$ cat config.mk
export PLATFORM = sky130hd
export DESIGN_NAME = rr_slot_arbiter
export DESIGN_NICKNAME = d
export VERILOG_FILES = /design/src/rtl/rr_slot_arbiter_pkg.sv /design/src/rtl/rr_slot_arbiter_slot_counter.sv /design/src/rtl/rr_slot_arbiter.sv
export SDC_FILE = /design/constraint.sdc
export NUM_CORES = 1
export LEC_CHECK = 0
export CORE_MARGIN = 8
export CORE_UTILIZATION = 45
export CTS_CLUSTER_DIAMETER = 80
export DETAILED_ROUTE_END_ITERATION = 10
export PLACE_DENSITY_LB_ADDON = 0.2
export SLEW_MARGIN = 25
export SYNTH_ARGS = -nofsm -noshare
export SYNTH_HDL_FRONTEND = slang
export SYNTH_SLANG_ARGS = --single-unit
$ cat constraint.sdc
create_clock -name clk -period 2.2 [get_ports clk]
set_input_delay 0.44 -clock clk [delete_from_list [all_inputs] [get_ports clk]]
set_output_delay 0.44 -clock clk [all_outputs]
set_load 0.005 [all_outputs]
$ cat src/rtl/rr_slot_arbiter_pkg.sv
// Shared FSM state encoding and width helper for the round-robin slot arbiter.
package rr_slot_arbiter_pkg;

  typedef enum logic [0:0] {
    StIdle,
    StBusy
  } arb_state_e;

  // Index width for n requesters, never below one bit.
  function automatic int unsigned id_width(int unsigned n);
    return (n < 2) ? 1 : $clog2(n);
  endfunction

endpackage

$ cat src/rtl/rr_slot_arbiter_slot_counter.sv
// Tenure counter: synchronous reset and clear, increments while enabled.
module rr_slot_arbiter_slot_counter #(
  parameter int unsigned N = 2
) (
  input  logic         clk,
  input  logic         rst,
  input  logic         clr,
  input  logic         en,
  output logic [N-1:0] q
);

  logic [N-1:0] cnt_q;

  always_ff @(posedge clk) begin
    if (rst || clr) begin
      cnt_q <= '0;
    end else if (en) begin
      cnt_q <= cnt_q + N'(1);
    end
  end

  assign q = cnt_q;

endmodule

$ cat src/rtl/rr_slot_arbiter.sv
// Round-robin time-slice arbiter: registered one-hot grant, owner preempted
// when its tenure reaches QUANTUM cycles.
module rr_slot_arbiter
  import rr_slot_arbiter_pkg::*;
#(
  parameter int unsigned NREQ    = 4,
  parameter int unsigned N       = 2,
  parameter int unsigned QUANTUM = 4,
  localparam int unsigned IdW    = id_width(NREQ)
) (
  input  logic            clk,
  input  logic            rst,
  input  logic [NREQ-1:0] req,
  output logic [NREQ-1:0] gnt,
  output logic [IdW-1:0]  gnt_id,
  output logic            busy,
  output logic [N-1:0]    count,
  output logic            expired
);

  localparam logic [N-1:0] LastCnt = N'(QUANTUM - 1);

  arb_state_e      state_q, state_d;
  logic [IdW-1:0]  ptr_q, ptr_d;
  logic [NREQ-1:0] gnt_q, gnt_d;
  logic [IdW-1:0]  gnt_id_q, gnt_id_d;
  logic            expired_q, expired_d;

  logic            owner_req;
  logic [IdW-1:0]  next_owner;
  logic [IdW-1:0]  base;
  logic            sel_valid;
  logic [IdW-1:0]  sel_idx;
  logic            cnt_en;

  assign owner_req  = req[gnt_id_q];
  assign next_owner = (gnt_id_q == IdW'(NREQ - 1)) ? '0 : gnt_id_q + IdW'(1);
  // While busy any re-selection (release or expiry) starts just past the owner.
  assign base       = (state_q == StBusy) ? next_owner : ptr_q;

  // Rotate-priority search; reverse loop so the smallest offset from base wins.
  always_comb begin
    sel_valid = 1'b0;
    sel_idx   = '0;
    for (int k = NREQ - 1; k >= 0; k--) begin
      logic [IdW-1:0] idx;
      idx = IdW'((int'(base) + k) % NREQ);
      if (req[idx]) begin
        sel_valid = 1'b1;
        sel_idx   = idx;
      end
    end
  end

  assign cnt_en = (state_q == StBusy) && owner_req && (count != LastCnt);

  always_comb begin
    state_d   = state_q;
    ptr_d     = ptr_q;
    gnt_d     = gnt_q;
    gnt_id_d  = gnt_id_q;
    expired_d = 1'b0;
    unique case (state_q)
      StIdle: begin
        if (sel_valid) begin
          state_d  = StBusy;
          gnt_d    = NREQ'(1) << sel_idx;
          gnt_id_d = sel_idx;
        end
      end
      StBusy: begin
        if (!owner_req || count == LastCnt) begin
          // Release takes precedence over a coincident expiry.
          expired_d = owner_req;
          ptr_d     = next_owner;
          if (sel_valid) begin
            gnt_d    = NREQ'(1) << sel_idx;
            gnt_id_d = sel_idx;
          end else begin
            state_d  = StIdle;
            gnt_d    = '0;
            gnt_id_d = '0;
          end
        end
      end
      default: state_d = StIdle;
    endcase
  end

  always_ff @(posedge clk) begin
    if (rst) begin
      state_q   <= StIdle;
      ptr_q     <= '0;
      gnt_q     <= '0;
      gnt_id_q  <= '0;
      expired_q <= 1'b0;
    end else begin
      state_q   <= state_d;
      ptr_q     <= ptr_d;
      gnt_q     <= gnt_d;
      gnt_id_q  <= gnt_id_d;
      expired_q <= expired_d;
    end
  end

  rr_slot_arbiter_slot_counter #(
    .N(N)
  ) u_slot_counter (
    .clk(clk),
    .rst(rst),
    .clr(!cnt_en),
    .en (cnt_en),
    .q  (count)
  );

  assign gnt     = gnt_q;
  assign gnt_id  = gnt_id_q;
  assign busy    = (state_q == StBusy);
  assign expired = expired_q;

endmodule
==> qor.csv <==
metric,value,unit
result of the run,finished clean,
number of placement rows,14,
RePlAce Congestion,0.801,
Post-Synthesis Cell Area,684,um^2
count of clock tree sinks,12,
data required time at the worst endpoint,2.41,ns
final period utilization,0.964,
top fanout value on the critical path,4,
die width,55,um
Max transition margin,0.737,
Syn. warnings,0,
insertion delay of the later-clocked pin in the worst-skew pair,0.27,ns
worst setup slack after layout,0.0801,ns
area added between synthesis and finish,41.3,%
Worst Setup Path Type,in2reg,
number of search-and-repair iterations in the first detailed-routing pass,4,
"Hold Violations, Final",0,
pin count of the biggest net entering global routing,14,
number of antenna violations at the first check in global routing,0,
path category of the worst min-delay check,reg2reg,
Leakage Power,0.393,nW
synthesized netlist net count,79,
max-capacitance violation count,0,
worst path arrival time,2.33,ns
number of clock buffers inserted by TritonCTS,3,
"top cells by area, synth","dfxtp_1 35%, o2bb2ai_1 5.1%, mux2i_1 4.4%, nor2_1 3.8%, ha_1 3.7%",
number of buffers on the longest clock path,2,
cell types with the highest counts after synthesis,"12 x dfxtp_1, 7 x nor2_1, 4 x o2bb2ai_1",
net switching fraction of the power,0.286,
most common cell in the netlist,dfxtp_1,
Placed Cells,110,
number of vias in the routed layout,656,
CTS tree,done,
cell taking the most area after synthesis,dfxtp_1,
final setup violation count,0,
"CTS clk-pin slew, worst paths",0.07,ns
average wire length per cell after detail routing,15.2,um
initial core utilization,0.465,
count of buffers inserted at the top-level ports,15,
kind of start point of the critical path,input pin,
# DRC,0,
flip-flop and latch count after synthesis,12,
number of DRC markers after the initial detailed-route iteration,14,
Post-synth ARST share,0,
final core utilization,0.657,
clock period minus final worst setup slack,2.12,ns
slew at the pin closest to its max-slew limit,0.394,ns
setup repair after global routing missed its margin,no,
Place WS,-0.275,ns
Post-Route WL,1.73,mm
fin cells,114,
core area,1470,um^2
number of filler cells placed in the layout,128,
maximum clock skew at final layout,0.00350,ns
Pwr Density,647,nW/um^2
Max IR drop VDD,0.424,mV
H-tree depth,1,
clk root buf,clkbuf_4,
via count of the first global-routing pass,616,
portion of synthesized cell area occupied by the leading cell type,0.351,
Pint,446,uW
cts hold-fix bufs,0,
number of flops mapped to enable cells by yosys,0,
net switching power of the design,179,uW
GRT Total Usage,0.130,
Routed Antenna Nets,0,
grt ovf,0,
gate count of the mapped netlist,71,
wire length of the first global-routing pass,2.86,mm
proportion of power drawn by flip-flops and latches,0.410,
routed via count divided by cell count,5.75,
fraction of final layout cells sized beyond drive strength 1,0.245,
Post-Syn Area per Cell,9.64,um^2
sequential cell area fraction in the yosys report,0.351,
post-detailed-placement half-perimeter wirelength,1.32,mm
Die Area,3030,um^2
number of distinct library cells after synthesis,36,
timing-limited maximum frequency,472,MHz
die boundary height,55,um
Ports,16,
combinational power share,0.312,
dominant synthesized flop cell,dfxtp_1,
max-slew violation total from the final report,0,
Nets,107,
Diodes inserted,0,
Clock power frac,0.278,
endpoint type of the worst setup path,flop,
registers in the layout, indices dropped and copies added (netlist names):
register / cells
ptr_q: 2
busy: 1
gnt_id: 2
gnt: 4
expired: 1
u_slot_counter.q: 2
placed cells by master, fill, tap and decap left out, drive strengths merged, types with 3 or more instances in the layout:
cell type | netlist | final
nand2 | 3 | 3
o2bb2ai | 4 | 4
nor4 | 3 | 3
nor3b | 3 | 3
dfxtp | 12 | 12
mux2i | 3 | 3
clkbuf | 1 | 4
buf | 3 | 12
clkdlybuf4s50 | 0 | 14
nor2 | 7 | 7
final timing paths:
kind                                                  startpoint                               end  slack [ns]  cells past startpoint
worst min register to register  u_slot_counter.q[0]$_SDFFE_PP0P_  u_slot_counter.q[0]$_SDFFE_PP0P_        0.46                      1
worst min-delay path            u_slot_counter.q[0]$_SDFFE_PP0P_  u_slot_counter.q[0]$_SDFFE_PP0P_        0.46                      1
worst max-delay path                                      req[2]               gnt[3]$_SDFFE_PP0P_        0.08                      5
worst max register to register            gnt_id[0]$_SDFFE_PP0P_               gnt[1]$_SDFFE_PP0P_        0.19                      6
repair_timing:
| action | 4_1_cts | 5_1_grt |
|---|---|---|
| setup endpoints to repair | 0 | 3 |
| buffers inserted | 0 | 0 |
| gates resized for setup | 0 | 3 |
worst max-delay path, cell delays in order:
cell and delay (ns):
clkdlybuf4s50_1 0.42, mux4_2 0.52, a211o_1 0.32, or4_1 0.51
o2bb2ai_1 0.12
cell families (layout without fill, tap and decap cells):
family	count (synthesis)	in the layout	synth area share
simple gates	28	28	0.241
compound gates	18	18	0.212
flops	12	12	0.351
mux	6	6	0.110
buf+inv	5	32	0.0493
fa+ha+maj	2	2	0.0366
per-layer routing:
layer | vias up | global-route usage | routed length [um]
li1 | 334 | - | -
met1 | 297 | 0.157 | 779
met2 | 23 | 0.191 | 774
met3 | 2 | 0.0749 | 168
met4 | 0 | 0.0440 | 9
met5 | - | 0 | 0
power groups by stage:
| stage | clock network [mW] | registers, mW | logic [mW] |
|---|---|---|---|
| after floorplan | 0 | 0.257 | 0.104 |
| after global placement | 0 | 0.261 | 0.185 |
| after detailed placement | 0 | 0.261 | 0.189 |
| after CTS | 0.179 | 0.256 | 0.191 |
| after global routing | 0.189 | 0.259 | 0.214 |
| final | 0.174 | 0.256 | 0.195 |
cell type report:
cell class	instances	area (um^2)	share of cell area
repair buffers	27	243	0.251
well taps	16	20.0	0.0207
flip-flops and latches	12	240	0.248
multi-input cells	54	424	0.439
inverters	1	3.75	0.00388
clock buffers	4	36.3	0.0375
through the flow:
| step | TNS (ns) | power [mW] | hold slack [ns] | cell area [um^2] |
|---|---|---|---|---|
| 5_1_grt | 0 | 0.663 | 0.489 | 967 |
| 3_3_place_gp | -0.607 | 0.446 | 0.436 | 915 |
| 3_5_place_dp | -0.544 | 0.449 | 0.451 | 915 |
| 6_report | 0 | 0.625 | 0.457 | 967 |
| 2_1_floorplan | 0 | 0.362 | 0.455 | 684 |
| 4_1_cts | 0 | 0.626 | 0.461 | 951 |
(Power assumes the default switching activity.)
